--- src/rtl/arcanoid_pkg.sv ---
// ---------------------------------------------------------------------------
// arcanoid_pkg
// Shared definitions for the arcanoid game controller slice.
//   - game state encoding (IDLE..OVER) as 3-bit constants
//   - default game tuning values used as parameter defaults by the top
//   - helper that decodes the "ball parked on paddle" states
// No ports (package).
// ---------------------------------------------------------------------------
package arcanoid_pkg;

  localparam logic [2:0] ST_IDLE  = 3'd0;
  localparam logic [2:0] ST_SERVE = 3'd1;
  localparam logic [2:0] ST_PLAY  = 3'd2;
  localparam logic [2:0] ST_LOST  = 3'd3;
  localparam logic [2:0] ST_CLEAR = 3'd4;
  localparam logic [2:0] ST_OVER  = 3'd5;

  localparam int LIVES_INIT_DEF   = 3;
  localparam int BRICKS_TOTAL_DEF = 40;
  localparam int BRICK_PTS_DEF    = 10;
  localparam int SCORE_W_DEF      = 16;
  localparam int DELAY_FRAMES_DEF = 60;

  // The ball sits on the paddle whenever play is not actively running
  // but a game is in progress.
  function automatic logic is_hold_state(input logic [2:0] st);
    return (st == ST_SERVE) || (st == ST_LOST) || (st == ST_CLEAR);
  endfunction

endpackage

--- src/rtl/arcanoid_frame_seq.sv ---
// ---------------------------------------------------------------------------
// arcanoid_frame_seq
// Per-frame update sequencer: detects the vblnk rising edge, issues one
// update request per frame while the game is in PLAY, and flags frames
// where the previous update had not completed.
// Ports:
//   pclk        in   pixel clock, rising edge
//   rst         in   synchronous active-high reset
//   vblnk       in   vertical blanking level
//   play        in   game is in PLAY (registered state from the top)
//   upd_done    in   one-cycle completion pulse from the update engines
//   clr_overrun in   clears the sticky overrun flag (new game)
//   frame_tick  out  one-cycle pulse, registered vblnk rising edge
//   upd_start   out  one-cycle update request, cycle after frame_tick
//   overrun     out  sticky: frame_tick arrived with an update outstanding
// ---------------------------------------------------------------------------
module arcanoid_frame_seq
  import arcanoid_pkg::*;
(
  input  logic pclk,
  input  logic rst,
  input  logic vblnk,
  input  logic play,
  input  logic upd_done,
  input  logic clr_overrun,
  output logic frame_tick,
  output logic upd_start,
  output logic overrun
);

  logic vblnk_d;
  logic outstanding;

  always_ff @(posedge pclk) begin
    if (rst) begin
      vblnk_d    <= 1'b0;
      frame_tick <= 1'b0;
    end else begin
      vblnk_d    <= vblnk;
      frame_tick <= vblnk & ~vblnk_d;
    end
  end

  // Outstanding is dropped whenever we are not in PLAY so that a late
  // upd_done after leaving PLAY has nothing to act on. A frame that finds
  // an update still outstanding is skipped and recorded in overrun.
  always_ff @(posedge pclk) begin
    if (rst) begin
      upd_start   <= 1'b0;
      outstanding <= 1'b0;
      overrun     <= 1'b0;
    end else begin
      upd_start <= 1'b0;
      if (!play) begin
        outstanding <= 1'b0;
      end else if (frame_tick && !outstanding) begin
        upd_start   <= 1'b1;
        outstanding <= 1'b1;
      end else if (upd_done) begin
        outstanding <= 1'b0;
      end

      if (clr_overrun) begin
        overrun <= 1'b0;
      end else if (play && frame_tick && outstanding) begin
        overrun <= 1'b1;
      end
    end
  end

endmodule

--- src/rtl/arcanoid_game_ctrl.sv ---
// ---------------------------------------------------------------------------
// arcanoid_game_ctrl
// Top-level game controller: main game FSM, lives/score/brick counters and
// the LOST/CLEAR delay, plus the per-frame update sequencer.
// Ports:
//   pclk        in   pixel clock, rising edge
//   rst         in   synchronous active-high reset
//   vblnk       in   vertical blanking level
//   btn_start   in   start/serve button level (synchronized, debounced)
//   brick_hit   in   one-cycle pulse per destroyed brick
//   ball_lost   in   one-cycle pulse when the ball leaves the bottom edge
//   upd_done    in   one-cycle pulse from update engines
//   upd_start   out  one-cycle frame update request
//   frame_tick  out  one-cycle pulse on vblnk rising edge
//   ball_hold   out  ball parked on paddle (SERVE, LOST, CLEAR)
//   game_state  out  current state encoding (see arcanoid_pkg)
//   lives       out  lives remaining
//   score       out  saturating score
//   bricks_left out  bricks remaining in the level
//   overrun     out  sticky update overrun flag
// ---------------------------------------------------------------------------
module arcanoid_game_ctrl
  import arcanoid_pkg::*;
#(
  parameter int LIVES_INIT   = LIVES_INIT_DEF,
  parameter int BRICKS_TOTAL = BRICKS_TOTAL_DEF,
  parameter int BRICK_PTS    = BRICK_PTS_DEF,
  parameter int SCORE_W      = SCORE_W_DEF,
  parameter int DELAY_FRAMES = DELAY_FRAMES_DEF
) (
  input  logic               pclk,
  input  logic               rst,
  input  logic               vblnk,
  input  logic               btn_start,
  input  logic               brick_hit,
  input  logic               ball_lost,
  input  logic               upd_done,
  output logic               upd_start,
  output logic               frame_tick,
  output logic               ball_hold,
  output logic [2:0]         game_state,
  output logic [2:0]         lives,
  output logic [SCORE_W-1:0] score,
  output logic [7:0]         bricks_left,
  output logic               overrun
);

  localparam logic [SCORE_W-1:0] SCORE_MAX   = '1;
  localparam logic [SCORE_W:0]   PTS_EXT     = (SCORE_W+1)'(BRICK_PTS);
  localparam logic [2:0]         LIVES_LOAD  = 3'(LIVES_INIT);
  localparam logic [7:0]         BRICKS_LOAD = 8'(BRICKS_TOTAL);
  localparam logic [7:0]         DELAY_LOAD  = 8'(DELAY_FRAMES);

  logic               btn_d;
  logic               btn_rise;
  logic               play;
  logic               clr_overrun;
  logic               last_brick;
  logic [7:0]         delay_cnt;
  logic [SCORE_W:0]   score_sum;
  logic [SCORE_W-1:0] score_next;

  assign btn_rise    = btn_start & ~btn_d;
  assign play        = (game_state == ST_PLAY);
  assign clr_overrun = (game_state == ST_IDLE) && btn_rise;
  assign last_brick  = (bricks_left == 8'd1);
  assign ball_hold   = is_hold_state(game_state);

  // One extra bit catches the carry so the score clamps at all-ones.
  assign score_sum  = {1'b0, score} + PTS_EXT;
  assign score_next = score_sum[SCORE_W] ? SCORE_MAX : score_sum[SCORE_W-1:0];

  arcanoid_frame_seq u_frame_seq (
    .pclk        (pclk),
    .rst         (rst),
    .vblnk       (vblnk),
    .play        (play),
    .upd_done    (upd_done),
    .clr_overrun (clr_overrun),
    .frame_tick  (frame_tick),
    .upd_start   (upd_start),
    .overrun     (overrun)
  );

  // Main game FSM. A hit that empties the level wins over a simultaneous
  // ball loss: the level is cleared and no life is taken.
  always_ff @(posedge pclk) begin
    if (rst) begin
      game_state  <= ST_IDLE;
      lives       <= 3'd0;
      score       <= '0;
      bricks_left <= 8'd0;
      delay_cnt   <= 8'd0;
      btn_d       <= 1'b0;
    end else begin
      btn_d <= btn_start;
      case (game_state)
        ST_IDLE: begin
          if (btn_rise) begin
            lives       <= LIVES_LOAD;
            score       <= '0;
            bricks_left <= BRICKS_LOAD;
            game_state  <= ST_SERVE;
          end
        end
        ST_SERVE: begin
          if (btn_rise) begin
            game_state <= ST_PLAY;
          end
        end
        ST_PLAY: begin
          if (brick_hit) begin
            score <= score_next;
            if (bricks_left != 8'd0) begin
              bricks_left <= bricks_left - 8'd1;
            end
          end
          if (brick_hit && last_brick) begin
            game_state <= ST_CLEAR;
            delay_cnt  <= DELAY_LOAD;
          end else if (ball_lost) begin
            if (lives != 3'd0) begin
              lives <= lives - 3'd1;
            end
            game_state <= (lives <= 3'd1) ? ST_OVER : ST_LOST;
            delay_cnt  <= DELAY_LOAD;
          end
        end
        ST_LOST, ST_CLEAR: begin
          if (delay_cnt == 8'd0) begin
            game_state <= ST_SERVE;
            if (game_state == ST_CLEAR) begin
              bricks_left <= BRICKS_LOAD;
            end
          end else if (frame_tick) begin
            delay_cnt <= delay_cnt - 8'd1;
          end
        end
        ST_OVER: begin
          if (btn_rise) begin
            game_state <= ST_IDLE;
          end
        end
        default: begin
          game_state <= ST_IDLE;
        end
      endcase
    end
  end

endmodule

--- config.mk ---
export PLATFORM = sky130hd
export DESIGN_NAME = arcanoid_game_ctrl
export DESIGN_NICKNAME = d
export VERILOG_FILES = /design/src/rtl/arcanoid_pkg.sv /design/src/rtl/arcanoid_frame_seq.sv /design/src/rtl/arcanoid_game_ctrl.sv
export SDC_FILE = /design/constraint.sdc
export NUM_CORES = 1
export LEC_CHECK = 0
export BUFFER_PORTS_ARGS = -buffer_cell sky130_fd_sc_hd__buf_2
export CAP_MARGIN = 40
export CORE_MARGIN = 3
export CORE_UTILIZATION = 57
export DETAILED_ROUTE_END_ITERATION = 8
export GPL_TIMING_DRIVEN = 0
export PLACE_DENSITY = 0.76
export SLEW_MARGIN = 25
export SYNTH_ARGS = -nofsm -noshare
export SYNTH_HDL_FRONTEND = slang
export SYNTH_SLANG_ARGS = --single-unit
--- constraint.sdc ---
create_clock -name pclk -period 2.5 [get_ports pclk]
set_input_delay 0.375 -clock pclk [delete_from_list [all_inputs] [get_ports pclk]]
set_output_delay 0.375 -clock pclk [all_outputs]
set_load 0.03 [all_outputs]
After elaboration in Yosys (flattened, before gate mapping)
Cells that the tools add are included.
{"block": "classes", "muxes": 31, "n_reduce_logical": 24, "magnitude_cmp": 1, "eq_ne": 19, "add_sub_neg": 4, "n_bitwise": 5}
{"cell": "two-way mux 8 bit", "n": 9}
{"cell": "two-way mux 16 bit", "n": 3}
{"cell": "two-way mux 3 bit", "n": 11}
{"cell": "one-hot mux 16 bit (2 select lines)", "n": 1}
{"cell": "one-hot mux 8 bit (3 select lines)", "n": 1}
{"cell": "inequality test 2 bit, second input constant", "n": 11}
{"cell": "adder 16 x 4 -> 17 bit, second input constant", "n": 1}
{"cell": "one-hot mux 8 bit (2 select lines)", "n": 1}
{"cell": "subtractor 8 x 1 -> 8 bit, second input constant", "n": 2}
{"cell": "one-hot mux 3 bit (5 select lines)", "n": 1}
{"cell": "AND reduction 5 bit", "n": 2}
{"cell": "== test 8 x 1 -> 1 bit, second input constant", "n": 1}
{"cell": "zero test 8 bit", "n": 1}
{"cell": "nonzero test 8 bit", "n": 1}
{"cell": "== test 3 x 2 -> 1 bit, second input constant", "n": 2}
{"cell": "== test 3 bit, second input constant", "n": 2}
{"cell": "one-hot mux 3 bit (2 select lines)", "n": 1}
{"cell": "AND reduction 6 bit", "n": 1}
{"cell": "nonzero test 2 bit", "n": 3}
{"cell": "nonzero test 3 bit", "n": 2}
{"cell": "OR reduction 2 bit", "n": 3}
{"cell": "logical AND 1 bit", "n": 5}
{"cell": "AND reduction 4 bit", "n": 1}
{"cell": "== test 3 x 1 -> 1 bit, second input constant", "n": 1}
{"cell": "11 further kinds", "n": 17}
{"block": "totals", "elab_cells": 95, "register_bits": 44, "out_inout_bits": 34}

Longest topological paths before layout
{"block": "depth", "depth_word": 5, "mapped_depth": 7}

Modules after synthesis
A second synthesis with hierarchy kept.
{"block": "hier_totals", "cells_unflattened": 287, "hier_area_um2": 2476.1}
{"mod": "arcanoid_game_ctrl", "cells_each": 273, "seq_area_each_um2": 780.7, "n_inst": 1, "area_per_inst_um2": 2303.5}
{"mod": "arcanoid_frame_seq", "cells_each": 14, "seq_area_each_um2": 100.1, "n_inst": 1, "area_per_inst_um2": 172.7}

Worst setup path before layout
Ideal clock, no wire load.
{"block": "synth_timing", "path_type": "flip-flop to flip-flop", "startpoint": "reg game_state[1]", "endpoint": "reg delay_cnt[1]", "path_stages_with_launch": 7, "arrival_time_ps": 1903, "setup_ps": 74, "path_slack_ps": 523, "period_less_slack_ps": 1977, "cell_sequence": "dfxtp_1 clkbuf_1 or3b_2 buf_6 a211oi_1 nand2_1 a31oi_1"}
{"block": "synth_via", "elab_chain_len": 4, "elab_cells_between_ends": 10, "cone_classes": "eq/ne (6); mux (1); reduce/logical (3)"}
{"item": "from (decl)", "line_no": "arcanoid_game_ctrl.sv:41", "source": "output logic [2:0] game_state,"}
{"item": "from (signal assigned)", "line_no": "arcanoid_game_ctrl.sv:125", "source": "game_state <= (lives <= 3'd1) ? ST_OVER : ST_LOST;"}
{"item": "== test 3 x 2 -> 1 bit or == test 3 bit (tied branches)", "line_no": "arcanoid_game_ctrl.sv:97", "source": "case (game_state)"}
{"item": "OR reduction 2 bit", "line_no": "arcanoid_game_ctrl.sv:97"}
{"item": "inequality test 2 x 1 -> 1 bit (no line) (tied with other cells)"}
{"item": "AND reduction 4 bit (no line)"}
{"item": "to (signal assigned)", "line_no": "arcanoid_game_ctrl.sv:136", "source": "delay_cnt <= delay_cnt - 8'd1;"}
{"item": "to (decl)", "line_no": "arcanoid_game_ctrl.sv:59", "source": "logic [7:0] delay_cnt;"}
Parallel ways exist; a longest one is shown, timed or not.
A chain may end at the register's enable or synchronous reset.

Final worst setup path
{"block": "layout_timing", "startpoint": "reg game_state[0]", "endpoint": "out ball_hold"}
{"block": "layout_via", "elab_chain_len": 3, "elab_cells_between_ends": 5, "cone_classes": "eq/ne (3); reduce/logical (2)"}
{"item": "== test 3 x 1 -> 1 bit or == test 3 x 2 -> 1 bit (tied branches)", "line_no": "arcanoid_pkg.sv:27", "source": "return (st == ST_SERVE) || (st == ST_LOST) || (st == ST_CLEAR);"}
{"item": "logical OR 1 bit", "line_no": "arcanoid_pkg.sv:27"}
{"item": "logical OR 1 bit (*)", "line_no": "arcanoid_pkg.sv:27"}
{"item": "to (decl)", "line_no": "arcanoid_game_ctrl.sv:40", "source": "output logic ball_hold,"}
Mark *: on every way between the ends. The rest lies on a longest branch, timed or not.

==> impl_metrics.yaml <==
run_status:
  outcome: "finished, final reports clean"
placement:
  place_congestion: 0.936
  post-dp-hpwl_um: 4990
  port_buffers: 40
worst_setup_path:
  cp.required_ns: 2.12
  cp-start-kind: "register"
  path_cells: "buf_1 > nor3b_1 > o21bai_1 > buf_2"
  arrival_ns: 1.86
  rr_startpoint: "game_state[1]$_SDFFE_PP0P_"
  crit_family: "simple AND/OR/NAND/NOR gates"
  cp_slowest_cell: "nor3b_1"
  worst-path-buf-inv: 2
  cp-end-kind: "output port"
  r2r_end: "score[4]$_SDFFE_PP0P_"
  reg2regPathDepth: 6
  crit_path_max_fanout: 10
  crit_type: "reg -> out"
  max_stage_delay_ns: 0.55
  r2r_slack_ns: 0.31
power_and_ir_drop:
  power_leakage_nw: 1.20
  peakVddDrop_mv: 0.358
  power_frac_seq_pct: 44.8
  p_total_mw: 1.67
  swShare_pct: 29.0
  power.internal_mw: 1.18
  power_density_mw_per_mm2: 551
  combPwrFrac_pct: 19.2
  switching_power_mw: 0.485
  clkPwrFrac_pct: 36.0
clock_network:
  clk_path_buf_depth: 2
  htreeDepth: 2
  root_buffer: "clkbuf_8"
  cts_resized: 0
  ctsHoldBuffers: 0
  numClockSinks: 44
  numCtsBuffers: 5
  postCtsSetupBuffers: 0
  cts_tree: "yes"
  worstSkewPairLatency_ns: 0.30
  clkTransAtPathRegs_ns: 0.08
layout:
  final_util_pct: 68.6
  final_nets: 373
  n_antenna_cell: 0
  drive_gt1_share_pct: 19.6
  syn_to_final_growth_pct: 14.9
  num-fill-cells: 386
timing:
  tightestPinTransition_ns: 0.794
  max_freq_ghz: 0.447
  min_period_ns: 2.23
  worst_clock_skew_ns: 0.00870
  rsz0062_at_grt: "no"
  fin_tns_setup_ns: 0
  hold_violations: 0
  slew_violations: 0
  max_slew_margin_pct: 46.9
  fin_crit_sh_pct: 89.4
  setup_viol: 0
drt:
  first_pass_iters: 5
  routed_via_density: 6.62
  vias: 2713
  antenna_left: 0
  drc: 0
  totalWireLength_um: 7130
  routedWlPerCell_um: 17.4
  drt_iter0_drc: 252
synthesis:
  syn_inst: 310
  synth_area_per_cell_um2: 8.50
  synth_nets: 326
  synth-edff-count: 0
  synth_top_area_cell: "dfxtp_1"
  synth.most_common_cell: "dfxtp_1"
  synthFlopType: "dfxtp_1"
  synth_seq_cells: 44
  ys_types: 66
  synth-warning-count: 0
  synth.top_cell.area_share_pct: 33.4
  synthesis.area_mm2: 0.00264
  async_reset_ff_share_pct: 0
  ys_seq_area_share_pct: 33.4
  yosys-top-cells-count: "44 x dfxtp_1, 23 x a21oi_1, 18 x nand2_1"
  yosys-top-cells-area: "dfxtp_1 33%, a21oi_1 4.4%, ha_1 4.3%"
min_path:
  hp-start: "upd_done"
  holdPathEnd: "u_frame_seq.outstanding$_SDFFE_PP0P_"
  worstHoldPathType: "in -> reg"
  hold_depth: 2
floorplanning:
  start_util_pct: 59.7
  num_io_pins: 41
  dieArea_mm2: 0.00547
  rows: 24
  die_h_um: 74.0
  core_mm2: 0.00441
  die_width_um: 74.0
grt:
  grt_pass1_vias: 2294
  grt_overflow: 0
  grt.total_usage_pct: 26.3
  grt_first_pass_wirelength_um: 11300
  grt_antenna_before_repair: 0
  grt_max_degree: 14
run:
  max-cap-violations: 0
[how the worst max path moves through the flow]
| stage | start | to | slack [ns] | depth (start not counted) |
|---|---|---|---|---|
| CTS | game_state[0]$_SDFFE_PP0P_ | ball_hold | 0.31 | 4 |
| detailed placement | game_state[1]$_SDFFE_PP0P_ | score[4]$_SDFFE_PP0P_ | 0.35 | 6 |
| floorplan | game_state[1]$_SDFFE_PP0P_ | delay_cnt[1]$_SDFFE_PP0P_ | 0.52 | 6 |
| global route | game_state[0]$_SDFFE_PP0P_ | ball_hold | 0.09 | 4 |
| finish | game_state[0]$_SDFFE_PP0P_ | ball_hold | 0.27 | 4 |
| global placement | game_state[2]$_SDFFE_PP0P_ | score[13]$_SDFFE_PP0P_ | 0.41 | 6 |
[per-layer routing]
metal / share of wire, % / GRT usage, % / vias up
met3: 7.2 / 4.86 / 9
met5: 0 / 0 / -
li1: - / - / 1306
met1: 47 / 39.0 / 1283
met4: 1.4 / 7.04 / 0
met2: 44 / 39.1 / 115
[per-stage QoR]
| step | std cells | hold WS [ns] | setup slack (ns) | area, µm² |
|---|---|---|---|---|
| floorplan | 310 | 0.367 | 0.523 | 2640 |
| global placement | 402 | 0.372 | 0.407 | 2900 |
| detailed placement | 402 | 0.377 | 0.352 | 2900 |
| CTS | 410 | 0.282 | 0.310 | 3030 |
| global route | 410 | 0.295 | 0.0928 | 3030 |
| finish | 410 | 0.284 | 0.265 | 3030 |
[cells in the final DEF, fill, tap and decap left out, types with 4 or more instances in the layout]
cell,n
and4_1,4
a2111oi_0,4
clkbuf_8,8
o31ai_1,5
o311ai_0,8
nand3_1,8
nor2b_1,4
nor4_1,4
a31o_2,5
a211oi_1,9
nor3_1,7
or2_2,5
nor4b_1,4
buf_2,41
a211o_1,4
and3_1,5
a21oi_1,23
o211ai_1,6
inv_1,17
a31oi_1,6
ha_1,9
or4_1,6
dfxtp_1,44
o21ai_0,6
nand2_1,18
nand4_1,7
nor2_1,16
nand2b_1,6
clkbuf_1,12
[registers in the layout (all words and copies together) (netlist names), 3 cells and up]
signal	flops
score	16
bricks_left	8
delay_cnt	8
game_state	3
lives	3
[cell type report]
cell class / count / area [µm²] / share of cell area, %
flip-flops and latches: 44 / 881 / 29.1
clock buffers: 7 / 96.3 / 3.18
repair buffers: 40 / 200 / 6.61
clock inverters: 1 / 30.0 / 0.992
plain buffers: 17 / 83.8 / 2.77
multi-input cells: 232 / 1610 / 53.1
inverters: 17 / 63.8 / 2.11
well taps: 52 / 65.1 / 2.15
[power groups by stage]
stage | Clock (mW) | Sequential, mW | Combinational [mW]
2_1_floorplan | 0 | 0.793 | 0.196
3_5_place_dp | 0 | 0.764 | 0.314
3_3_place_gp | 0 | 0.763 | 0.308
4_1_cts | 0.605 | 0.747 | 0.316
5_1_grt | 0.633 | 0.752 | 0.348
6_report | 0.600 | 0.748 | 0.320
[cells by family after synthesis]
family	synth area share, %
and+or+nand+nor	25.9
buffers and inverters	5.60
xor gates and xnor gates	0.332
AOI/OAI and AO/OA	29.7
adders and majority gates	4.27
DFF	33.4
muxes	0.760
(Power assumes the default switching activity.)
